**src/rtl/maxpool_layer_if.sv**
```systemverilog
// maxpool_layer_if
//   Streaming handshake between conv_layer output, the pooling block and
//   the next layer.
//   slave  : pooling block view (consumes data_i, produces data_o)
//   master : environment view (drives upstream vectors and downstream ready)
// Signals
//   start_i  frame restart pulse
//   valid_i  upstream vector valid
//   ready_o  block can accept a vector this cycle
//   data_i   upstream vector, lane k at [k*WORD_SIZE +: WORD_SIZE]
//   valid_o  pooled vector valid
//   ready_i  downstream accepts pooled vector
//   data_o   pooled vector, same lane packing
interface maxpool_layer_if #(
    parameter int WORD_SIZE  = 16,
    parameter int N_CHANNELS = 1
);
    logic                               start_i;
    logic                               valid_i;
    logic                               ready_o;
    logic [WORD_SIZE*N_CHANNELS-1:0]    data_i;
    logic                               valid_o;
    logic                               ready_i;
    logic [WORD_SIZE*N_CHANNELS-1:0]    data_o;

    modport slave (
        input  start_i, valid_i, data_i, ready_i,
        output ready_o, valid_o, data_o
    );

    modport master (
        output start_i, valid_i, data_i, ready_i,
        input  ready_o, valid_o, data_o
    );
endinterface

```
**src/rtl/maxpool_layer.sv**
```systemverilog
// maxpool_layer
//   Non-overlapping 1-D max pooling (window = stride = POOL_SIZE) over the
//   per-position vectors produced by conv_layer. Each lane is a signed
//   WORD_SIZE value; one pooled vector is emitted per completed window.
//   Vectors past the last full window of a frame are consumed and dropped.
// Ports
//   clk_i    clock, rising edge
//   reset_i  synchronous active-high reset
//   mp       maxpool_layer_if.slave handshake bundle
// Build option
//   MAXPOOL_RELU_EN : clamp negative pooled lanes to zero (fused ReLU).
module maxpool_layer #(
    parameter int WORD_SIZE          = 16,
    parameter int N_CHANNELS         = 1,
    parameter int INPUT_LAYER_HEIGHT = 3,
    parameter int POOL_SIZE          = 2
) (
    input  logic               clk_i,
    input  logic               reset_i,
    maxpool_layer_if.slave     mp
);
    localparam int DW     = WORD_SIZE * N_CHANNELS;
    localparam int N_OUT  = INPUT_LAYER_HEIGHT / POOL_SIZE;
    localparam int ACTIVE = N_OUT * POOL_SIZE;
    localparam int FW     = $clog2(INPUT_LAYER_HEIGHT + 1);
    localparam int WW     = $clog2(POOL_SIZE + 1);

    localparam logic [FW-1:0] FRAME_LAST = FW'(INPUT_LAYER_HEIGHT - 1);
    localparam logic [FW-1:0] ACTIVE_END = FW'(ACTIVE);
    localparam logic [WW-1:0] WIN_LAST   = WW'(POOL_SIZE - 1);

    logic [FW-1:0] r_frame_cnt;
    logic [WW-1:0] r_win_cnt;
    logic [DW-1:0] r_acc;
    logic [DW-1:0] r_data_o;
    logic          r_valid_o;

    logic          w_accept;
    logic          w_active;
    logic [DW-1:0] w_win_val;
    logic [DW-1:0] w_out;

    // Stall only while a pooled vector is stuck downstream or a restart is in flight.
    assign mp.ready_o = !mp.start_i && !(r_valid_o && !mp.ready_i);
    assign mp.valid_o = r_valid_o;
    assign mp.data_o  = r_data_o;

    assign w_accept = mp.valid_i && mp.ready_o;
    assign w_active = r_frame_cnt < ACTIVE_END;

    // First vector of a window loads directly; later ones keep the larger lane,
    // ties keep the accumulator.
    always_comb begin
        w_win_val = '0;
        w_out     = '0;
        for (int k = 0; k < N_CHANNELS; k++) begin
            if (r_win_cnt == '0 ||
                $signed(mp.data_i[k*WORD_SIZE +: WORD_SIZE]) >
                $signed(r_acc[k*WORD_SIZE +: WORD_SIZE]))
                w_win_val[k*WORD_SIZE +: WORD_SIZE] = mp.data_i[k*WORD_SIZE +: WORD_SIZE];
            else
                w_win_val[k*WORD_SIZE +: WORD_SIZE] = r_acc[k*WORD_SIZE +: WORD_SIZE];
`ifdef MAXPOOL_RELU_EN
            if (w_win_val[k*WORD_SIZE + WORD_SIZE - 1])
                w_out[k*WORD_SIZE +: WORD_SIZE] = '0;
            else
                w_out[k*WORD_SIZE +: WORD_SIZE] = w_win_val[k*WORD_SIZE +: WORD_SIZE];
`else
            w_out[k*WORD_SIZE +: WORD_SIZE] = w_win_val[k*WORD_SIZE +: WORD_SIZE];
`endif
        end
    end

    always_ff @(posedge clk_i) begin
        if (reset_i) begin
            r_frame_cnt <= '0;
            r_win_cnt   <= '0;
            r_acc       <= '0;
            r_data_o    <= '0;
            r_valid_o   <= 1'b0;
        end else if (mp.start_i) begin
            r_frame_cnt <= '0;
            r_win_cnt   <= '0;
            r_valid_o   <= 1'b0;
        end else begin
            if (r_valid_o && mp.ready_i)
                r_valid_o <= 1'b0;
            if (w_accept) begin
                // A window completing on the same edge as a transfer overrides
                // the clear above, so back-to-back outputs have no bubble.
                if (w_active) begin
                    r_acc <= w_win_val;
                    if (r_win_cnt == WIN_LAST) begin
                        r_data_o  <= w_out;
                        r_valid_o <= 1'b1;
                        r_win_cnt <= '0;
                    end else begin
                        r_win_cnt <= r_win_cnt + WW'(1);
                    end
                end
                if (r_frame_cnt == FRAME_LAST) begin
                    r_frame_cnt <= '0;
                    r_win_cnt   <= '0;
                end else begin
                    r_frame_cnt <= r_frame_cnt + FW'(1);
                end
            end
        end
    end
endmodule
```
**src/flat_wrapper.sv**
```systemverilog
// flat-port wrapper written by rule: the top's interface ports become plain ports
module maxpool_layer_flat 
#(
    parameter int WORD_SIZE          = 16,
    parameter int N_CHANNELS         = 1,
    parameter int INPUT_LAYER_HEIGHT = 3,
    parameter int POOL_SIZE          = 2
)
  (clk_i, reset_i, mp_start_i, mp_valid_i, mp_data_i, mp_ready_i, mp_ready_o, mp_valid_o, mp_data_o);
  maxpool_layer_if #(.WORD_SIZE(WORD_SIZE), .N_CHANNELS(N_CHANNELS)) mp_i ();
  input  logic clk_i;
  input  logic reset_i;
  input wire logic [$bits(mp_i.start_i)-1:0] mp_start_i;
  input wire logic [$bits(mp_i.valid_i)-1:0] mp_valid_i;
  input wire logic [$bits(mp_i.data_i)-1:0] mp_data_i;
  input wire logic [$bits(mp_i.ready_i)-1:0] mp_ready_i;
  output wire logic [$bits(mp_i.ready_o)-1:0] mp_ready_o;
  output wire logic [$bits(mp_i.valid_o)-1:0] mp_valid_o;
  output wire logic [$bits(mp_i.data_o)-1:0] mp_data_o;
  assign mp_i.start_i = mp_start_i;
  assign mp_i.valid_i = mp_valid_i;
  assign mp_i.data_i = mp_data_i;
  assign mp_i.ready_i = mp_ready_i;
  assign mp_ready_o = mp_i.ready_o;
  assign mp_valid_o = mp_i.valid_o;
  assign mp_data_o = mp_i.data_o;
  maxpool_layer #(.WORD_SIZE(WORD_SIZE), .N_CHANNELS(N_CHANNELS), .INPUT_LAYER_HEIGHT(INPUT_LAYER_HEIGHT), .POOL_SIZE(POOL_SIZE)) u_core (.clk_i(clk_i), .reset_i(reset_i), .mp(mp_i));
endmodule
```
**config.mk**
```make
export PLATFORM = sky130hd
export DESIGN_NAME = maxpool_layer_flat
export DESIGN_NICKNAME = d
export VERILOG_FILES = /design/src/rtl/maxpool_layer_if.sv /design/src/rtl/maxpool_layer.sv /design/src/flat_wrapper.sv
export SDC_FILE = /design/constraint.sdc
export NUM_CORES = 1
export LEC_CHECK = 0
export BUFFER_PORTS_ARGS = -buffer_cell sky130_fd_sc_hd__buf_4
export CORE_MARGIN = 10
export CORE_UTILIZATION = 45
export DETAILED_ROUTE_END_ITERATION = 6
export PLACE_DENSITY = 0.67
export SYNTH_ARGS = -nofsm -noshare
export SYNTH_HDL_FRONTEND = slang
export SYNTH_SLANG_ARGS = --single-unit
```
**constraint.sdc**
```tcl
create_clock -name clk_i -period 7 [get_ports clk_i]
set_input_delay 0.7 -clock clk_i [delete_from_list [all_inputs] [get_ports clk_i]]
set_output_delay 0.7 -clock clk_i [all_outputs]
set_load 0.02 [all_outputs]
```
==> results of run 1 <==
[path summary, 6_finish.rpt]
kind / depth (start not counted) / slack, ns / start / end
worst max-delay path: 8 / 4.12 / mp_data_i[15] / u_core.mp.data_o[7]$_SDFFE_PP0P_
worst min-delay path: 2 / 0.49 / u_core.r_acc[6]$_SDFFE_PP0P_ / u_core.r_acc[6]$_SDFFE_PP0P_
worst max register to register: 8 / 4.25 / u_core.r_acc[15]$_SDFFE_PP0P_ / u_core.mp.data_o[7]$_SDFFE_PP0P_
worst min register to register: 2 / 0.49 / u_core.r_acc[6]$_SDFFE_PP0P_ / u_core.r_acc[6]$_SDFFE_PP0P_
[tightest hold or removal path, stage by stage (launching register included)]
cell and delay (ns):
dfxtp_1 0.32, nand2b_1 0.07, mux2i_1 0.06
[placed cells by master (no fill, tap or decap), drive strengths merged]
master / n
nor4: 1
a21oi: 8
clkbuf: 8
mux2i: 33
nor4b: 2
nor2b: 1
a22oi: 1
a21o: 2
buf: 40
dfxtp: 37
a2111oi: 2
or3: 3
o21bai: 2
o221ai: 1
nand2: 8
ha: 16
a211oi: 18
o21ai: 1
nand2b: 33
nor2: 22
nand4: 2
o22ai: 1
nor3: 5
inv: 19
[state kept, by name, summed over array words and instances, names as in the netlist]
signal              cells
u_core.mp.data_o       16
u_core.r_acc           16
u_core.r_frame_cnt      2
u_core.r_win_cnt        2
u_core.mp.valid_o       1
[area by class of cell]
class / count / area share
inverters: 19 / 0.0286
multi-input cells: 162 / 0.496
repair buffers: 40 / 0.120
well taps: 52 / 0.0261
flip-flops and latches: 37 / 0.297
clock buffers: 8 / 0.0321
[report_power, final]
part / total (W) / switching, W / internal [W]
logic: 0.0000967 / 0.0000502 / 0.0000465
clock network: 0.000145 / 0.0000747 / 0.0000708
registers: 0.000225 / 0.00000582 / 0.000219
total: 0.000467 / 0.000131 / 0.000336
[stage by stage]
stage               power [W]   util
floorplan            0.000300      -
global placement     0.000326  0.544
detailed placement   0.000327  0.544
CTS                  0.000474  0.562
global route         0.000495  0.562
finish               0.000467  0.562
[cell families (layout without fill, tap and decap cells)]
| logic type | Yosys count | in the layout | synth area share |
|---|---|---|---|
| multiplexers | 33 | 33 | 0.157 |
| flip-flops | 37 | 37 | 0.352 |
| adder cells (fa/ha/maj) | 16 | 16 | 0.0952 |
| AO/OA/AOI/OAI | 36 | 36 | 0.142 |
| buffers and inverters | 30 | 67 | 0.0613 |
| AND/OR/NAND/NOR | 77 | 77 | 0.193 |
[per-layer routing]
| metal | part of all wire | GRT usage |
|---|---|---|
| met4 | 0.015 | 0.0529 |
| met2 | 0.45 | 0.192 |
| met1 | 0.46 | 0.140 |
| met5 | 0 | 0 |
| met3 | 0.066 | 0.0487 |
==> impl_metrics.json, run 1 <==
{
  "status": "completed",
  "cts_tree": "yes",
  "period_share": 0.411,
  "gp_congestion": 0.739,
  "synth_top_area_share": 0.352,
  "syn_area_per_cell_um2": 9.18,
  "grt_max_degree": 54,
  "floorplan.initialDensity": 0.473,
  "ant_nets": 0,
  "yosys-top-cells-area": "dfxtp_1 35%, mux2i_1 16%, nand2b_1 9.8%, ha_1 9.5%, a211oi_1 6.4%",
  "path_cells": "buf_4 > ha_1 > nand4_1 > or3_1 > o21bai_2 > a22oi_4 > mux2i_1 > a211oi_1",
  "cts_made_buffers": 5,
  "antenna_found_initial": 0,
  "die_h_um": 88.4,
  "cts.repair.resized": 0,
  "synth_nets": 266,
  "slowest_delay_ns": 0.60,
  "syn-cell-area_um2": 2100,
  "htree_levels": 2,
  "cts_sinks": 37,
  "drive_above_1_share": 0.188,
  "worstPathRequired_ns": 7.21,
  "hold_viol": 0,
  "dr.pass1.iters": 4,
  "io_buffers": 38,
  "clock_latency_ns": 0.29,
  "final_area_um2": 2500,
  "worstSetupEndpointType": "flop",
  "p_leak_nw": 1.07,
  "power_density_nw_per_um2": 187,
  "critPathTopFamily": "compound AO/OA/AOI/OAI gates",
  "cp-start-kind": "primary input",
  "cap_violations": 0,
  "timing.hold.ws_ns": 0.492,
  "drc": 0,
  "critPathKind": "in -> reg",
  "hold_buffers": 0,
  "fp-row-count": 24,
  "fillers": 439,
  "critPathMaxFanout": 16,
  "post-synth-top-area-cell": "dfxtp_1",
  "fmax_mhz": 348,
  "stdcell_count": 318,
  "dp_cells": 310,
  "synth-seq-area-share": 0.352,
  "holdCritPathClass": "reg -> reg",
  "finalMaxSlewViolations": 0,
  "wl_um": 4290,
  "pre_cts_ws_ns": 3.78,
  "tightest_slew_ns": 0.740,
  "ys_warn_count": 0,
  "layout_min_cycle_time_ns": 2.88,
  "die_w_um": 88.4,
  "rsz0062_at_grt": "false",
  "multi_input_area_um2": 1240,
  "synth_edf_count": 0,
  "synthArstFlopShare": 0,
  "crit_slowest_cell": "a22oi_4",
  "max-slew-margin-rel": 0.506,
  "fin_ws_ns": 4.12,
  "fin_setup_tns_ns": 0,
  "fin_skew_ns": 0.00631,
  "netlist_instances": 229,
  "post_cts_buffers": 0,
  "clockBufferDepth": 2,
  "vdd_drop_max_mv": 0.0864,
  "drt_iter0_markers": 55,
  "grt_pass1_wl_um": 7470,
  "worstPathArrival_ns": 3.09,
  "diodes": 0,
  "placed_cell_area_um2": 2420,
  "synth_flop_cell": "dfxtp_1",
  "die-area_um2": 7810,
  "hpwl_um": 3090,
  "vias_per_cell": 5.06,
  "wire_per_inst_um": 13.5,
  "areaGrowthSynthToFinish_pct": 18.7,
  "synth_most_common_cell": "dfxtp_1",
  "clk_pin_slew_ns": 0.07,
  "grt_pass1_vias": 1645,
  "crit_buf_inv": 1,
  "num_vias": 1610,
  "seq_area_um2": 741,
  "coreArea_um2": 4440,
  "setup_viol": 0,
  "overflow": 0,
  "synth_common_cells": "37 x dfxtp_1, 33 x mux2i_1, 33 x nand2b_1, 22 x nor2_1, 19 x inv_1",
  "grt_usage": 0.120,
  "yosysUniqueCellTypes": 28,
  "nets": 302,
  "pin_count": 39,
  "cts_root_buffer": "clkbuf_8",
  "ys_ff_latch": 37
}
(Power assumes the default switching activity.)
==> run 2, diff against run 1 <==
- ABC_AREA: default -> 1
- PLACE_DENSITY: 0.67 -> 0.66
- clock period: 7 -> 2.9 ns (I/O delays scaled with it)
==> impl_metrics.json, run 2 <==
{
  "status": "completed",
  "ys_warn_count": 0,
  "grt_pass1_wl_um": 8620,
  "critPathTopFamily": "simple AND/OR/NAND/NOR gates",
  "hold_viol": 0,
  "die-area_um2": 8110,
  "critPathKind": "reg -> reg",
  "synth_common_cells": "64 x inv_1, 61 x nand2_1, 52 x nand3_1, 37 x dfxtp_1, 35 x nor2_1",
  "pin_count": 39,
  "met1_usage": 0.140,
  "reg2reg_slack_ns": 0.68,
  "synthArstFlopShare": 0,
  "wl_um": 5220,
  "worstSetupEndpointType": "flop",
  "wire_per_inst_um": 12.0,
  "hold_buffers": 0,
  "synth_most_common_cell": "inv_1",
  "overflow": 0,
  "fp-row-count": 25,
  "num_vias": 2108,
  "post-synth-top-area-cell": "dfxtp_1",
  "antenna_found_initial": 0,
  "hp-start": "mp_start_i",
  "fmax_mhz": 449,
  "final_cell_mix": "64 x inv_1, 61 x nand2_1, 52 x nand3_1",
  "clockBufferDepth": 2,
  "hold_depth": 4,
  "drive_above_1_share": 0.177,
  "timing.hold.ws_ns": 0.279,
  "path_cells": "inv_1 > ha_1 > nand2_1 > inv_1 > a21oi_1 > nand3_1 > nand2_1 > nand2_1 > nand2_1 > nand2_2 > nand2_4 > nand2_4 > nand2_1 > nand3_1 > nand2_1 > inv_1",
  "setup_viol": 0,
  "cts_root_buffer": "clkbuf_8",
  "die_h_um": 90.1,
  "cp-start-kind": "flop",
  "fin_setup_tns_ns": 0,
  "power_density_nw_per_um2": 430,
  "nets": 403,
  "netlist_instances": 331,
  "rsz0062_at_grt": "false",
  "drc": 0,
  "p_leak_nw": 1.37,
  "cts_sinks": 37,
  "gp_congestion": 0.767,
  "cap_violations": 0,
  "synth_nets": 368,
  "die_w_um": 90.1,
  "max-slew-margin-rel": 0.523,
  "critPathMaxFanout": 17,
  "coreArea_um2": 4750,
  "fin_skew_ns": 0.00650,
  "top_usage_layer": "met2",
  "r2r-start": "u_core.r_acc[7]$_SDFFE_PP0P_",
  "dr.pass1.iters": 4,
  "vdd_drop_max_mv": 0.221,
  "grt_usage": 0.125,
  "finalMaxSlewViolations": 0,
  "areaGrowthSynthToFinish_pct": 17.3,
  "vias_per_cell": 4.86,
  "holdCritPathClass": "in -> reg",
  "cts_made_buffers": 5,
  "layout_min_cycle_time_ns": 2.22,
  "synth-seq-area-share": 0.335,
  "synth_flop_cell": "dfxtp_1",
  "ant_nets": 0,
  "htree_levels": 2,
  "io_buffers": 38,
  "synth_top_area_share": 0.335,
  "yosysUniqueCellTypes": 23,
  "yosys-top-cells-area": "dfxtp_1 34%, nand3_1 12%, inv_1 11%, nand2_1 10%, ha_1 9.1%",
  "met3_usage": 0.0399,
  "crit_slowest_cell": "dfxtp_1",
  "clk_pin_slew_ns": 0.07,
  "crit_buf_inv": 3,
  "hpwl_um": 3640,
  "crit_top_cell": "nand2_1",
  "ys_ff_latch": 37,
  "cts.repair.resized": 0,
  "period_share": 0.767,
  "worstPathRequired_ns": 3.09,
  "grt_use_met2": 0.217,
  "slowest_delay_ns": 0.34,
  "diodes": 0,
  "syn-cell-area_um2": 2210,
  "syn_area_per_cell_um2": 6.68,
  "grt_max_degree": 34,
  "synth_edf_count": 0,
  "post_cts_buffers": 0,
  "reg2reg_to": "u_core.r_acc[3]$_SDFFE_PP0P_",
  "drt_iter0_markers": 108,
  "worstHoldEndpoint": "u_core.r_frame_cnt[0]$_SDFFE_PP0P_",
  "clock_latency_ns": 0.30,
  "worstPathArrival_ns": 2.42,
  "r2r_cells": 16,
  "cts_tree": "yes",
  "tightest_slew_ns": 0.713,
  "floorplan.initialDensity": 0.465,
  "grt_pass1_vias": 1920,
  "layout_commonest_cell": "inv_1"
}
[run 2: cell type report]
cell class / count / area (um2)
Clock buffer: 8 / 80.1
Fill cell: 513 / 2160
Inverter: 65 / 244
Multi-Input combinational cell: 216 / 1140
Sequential cell: 37 / 741
Tap cell: 67 / 83.8
Timing Repair Buffer: 41 / 308
[run 2: routing by layer]
layer / vias up / share of wire
met5: - / 0
met4: 0 / 0.014
met3: 9 / 0.057
met2: 64 / 0.46
met1: 935 / 0.47
li1: 1100 / -
[run 2: cell families after synthesis]
family	after synthesis	share of synthesized area
fa+ha+maj	16	0.0906
compound gates	31	0.0736
simple gates	169	0.350
buf+inv	78	0.151
flops	37	0.335
[run 2: how the worst max path moves through the flow]
stage,from,endpoint,slack (ns),cells past startpoint
floorplan,u_core.r_acc[7]$_SDFFE_PP0P_,u_core.r_acc[10]$_SDFFE_PP0P_,1.08,17
global placement,mp_data_i[7],u_core.mp.data_o[2]$_SDFFE_PP0P_,0.71,16
detailed placement,mp_data_i[7],u_core.r_acc[4]$_SDFFE_PP0P_,0.66,16
CTS,u_core.r_acc[7]$_SDFFE_PP0P_,u_core.r_acc[3]$_SDFFE_PP0P_,0.69,16
global route,u_core.r_acc[7]$_SDFFE_PP0P_,u_core.mp.data_o[15]$_SDFFE_PP0P_,0.43,16
finish,u_core.r_acc[7]$_SDFFE_PP0P_,u_core.r_acc[3]$_SDFFE_PP0P_,0.68,16
[run 2: power by group]
part           internal, W  total (W)  switching (W)
clock             0.000171   0.000356       0.000185
sequential        0.000529   0.000539      0.0000106
combinational    0.0000826   0.000218       0.000136
total             0.000782    0.00111       0.000332
[run 2: per-stage QoR]
stage | instance area (um2) | power (W) | utilization | std cells | setup WS (ns)
2_1_floorplan | 2210 | 0.000706 | - | 331 | 1.08
3_3_place_gp | 2510 | 0.000766 | 0.528 | 426 | 0.707
3_5_place_dp | 2510 | 0.000769 | 0.528 | 426 | 0.665
4_1_cts | 2590 | 0.00113 | 0.545 | 434 | 0.689
5_1_grt | 2590 | 0.00118 | 0.545 | 434 | 0.430
6_report | 2590 | 0.00111 | 0.545 | 434 | 0.675
[run 2: tightest hold or removal path: stages]
cell,delay (ns)
buf_4,0.09
nor2_1,0.04
o21ai_0,0.06
a21oi_1,0.04
==> run 3, diff against run 2 <==
- clock period: 2.9 -> 2.25 ns (I/O delays scaled with it)
==> impl_metrics.json, run 3 (synthesized netlist as in run 2, its figures left out) <==
{
  "status": "completed",
  "antenna_found_initial": 0,
  "fp-row-count": 25,
  "fin_setup_tns_ns": 0,
  "tightest_slew_ns": 0.423,
  "gp_congestion": 0.744,
  "vias_per_cell": 4.82,
  "cts_root_buffer": "clkbuf_8",
  "areaGrowthSynthToFinish_pct": 20.0,
  "coreArea_um2": 4750,
  "grt_usage": 0.131,
  "worstPathRequired_ns": 2.44,
  "hold_buffers": 0,
  "floorplan.initialDensity": 0.465,
  "pin_count": 39,
  "final_cell_mix": "64 x inv_1, 61 x nand2_1, 52 x nand3_1",
  "vdd_drop_max_mv": 0.371,
  "worstSetupEndpointType": "flop",
  "drc": 0,
  "num_vias": 2091,
  "grt_pass1_wl_um": 8910,
  "grt_max_degree": 34,
  "io_buffers": 38,
  "clockBufferDepth": 2,
  "htree_levels": 2,
  "die_w_um": 90.1,
  "layout_min_cycle_time_ns": 2.05,
  "max-slew-margin-rel": 0.717,
  "wl_um": 5180,
  "fin_skew_ns": 0.00915,
  "diodes": 0,
  "dr.pass1.iters": 4,
  "cts_sinks": 37,
  "layout_commonest_cell": "inv_1",
  "critPathKind": "reg -> reg",
  "drive_above_1_share": 0.188,
  "nets": 404,
  "cp-start-kind": "flop",
  "rsz0062_at_grt": "false",
  "wire_per_inst_um": 11.9,
  "grt_pass1_vias": 2034,
  "p_leak_nw": 1.39,
  "clk_pin_slew_ns": 0.07,
  "fmax_mhz": 488,
  "cap_violations": 0,
  "setup_viol": 0,
  "period_share": 0.910,
  "finalMaxSlewViolations": 0,
  "hold_viol": 0,
  "cts.repair.resized": 0,
  "drt_iter0_markers": 102,
  "worstPathArrival_ns": 2.24,
  "fin_util": 0.558,
  "power_density_nw_per_um2": 585,
  "holdCritPathClass": "in -> reg",
  "critPathMaxFanout": 11,
  "post_cts_buffers": 0,
  "cts_tree": "yes",
  "die-area_um2": 8110,
  "overflow": 0,
  "cts_made_buffers": 5,
  "die_h_um": 90.1,
  "ant_nets": 0,
  "hpwl_um": 3680,
  "clock_latency_ns": 0.30
}
## run 3: cell type report
cell class              instances  area [um2]
clock inverters                 2        35.0
well taps                      67        83.8
flip-flops and latches         37         741
repair buffers                 42         332
inverters                      65         244
multi-input cells             216        1150
clock buffers                   5        68.8
fillers                       499        2100
## run 3: worst max-delay path: stages (launching register included)
cell     delay [ns]
dfxtp_1        0.34
inv_1          0.06
ha_1           0.28
nand2_1        0.09
nor2_2         0.14
o21ai_0        0.10
nand3_1        0.10
nand2_1        0.08
nand2_1        0.06
nand2_1        0.05
nand2_2        0.07
nand2_4        0.10
buf_6          0.17
nand3_1        0.10
nand3_1        0.09
nand2_1        0.08
inv_1          0.03
## run 3: power by group
| part | switching [W] | total, W | internal, W |
|---|---|---|---|
| Sequential | 0.0000133 | 0.000695 | 0.000681 |
| Clock | 0.000238 | 0.000560 | 0.000322 |
| Combinational | 0.000181 | 0.000298 | 0.000116 |
| Total | 0.000433 | 0.00155 | 0.00112 |
## run 3: through the flow
| step | power (W) | worst slack (ns) | instances | hold WS, ns | instance area, um2 |
|---|---|---|---|---|---|
| floorplan | 0.000911 | 0.427 | 331 | 0.402 | 2210 |
| global placement | 0.000994 | 0.228 | 427 | 0.448 | 2530 |
| detailed placement | 0.000999 | 0.195 | 427 | 0.460 | 2530 |
| CTS | 0.00157 | 0.180 | 434 | 0.198 | 2640 |
| global route | 0.00164 | 0.00215 | 434 | 0.251 | 2650 |
| finish | 0.00155 | 0.203 | 434 | 0.221 | 2650 |
## run 3: routing by layer
metal / vias to the layer above / routed length (um) / track usage
met5: - / 0 / 0
met1: 934 / 2450 / 0.147
met3: 9 / 249 / 0.0424
li1: 1102 / - / -
met2: 46 / 2360 / 0.222
met4: 0 / 114 / 0.0557
## run 3: path summary, 6_finish.rpt
| kind | startpoint | end | slack, ns | cells after the start |
|---|---|---|---|---|
| min | mp_start_i | u_core.r_frame_cnt[0]$_SDFFE_PP0P_ | 0.22 | 4 |
| max reg2reg | u_core.r_acc[7]$_SDFFE_PP0P_ | u_core.mp.data_o[3]$_SDFFE_PP0P_ | 0.20 | 16 |
| min reg2reg | u_core.r_win_cnt[0]$_SDFFE_PP0P_ | u_core.r_win_cnt[0]$_SDFFE_PP0P_ | 0.46 | 2 |
| max | u_core.r_acc[7]$_SDFFE_PP0P_ | u_core.mp.data_o[3]$_SDFFE_PP0P_ | 0.20 | 16 |
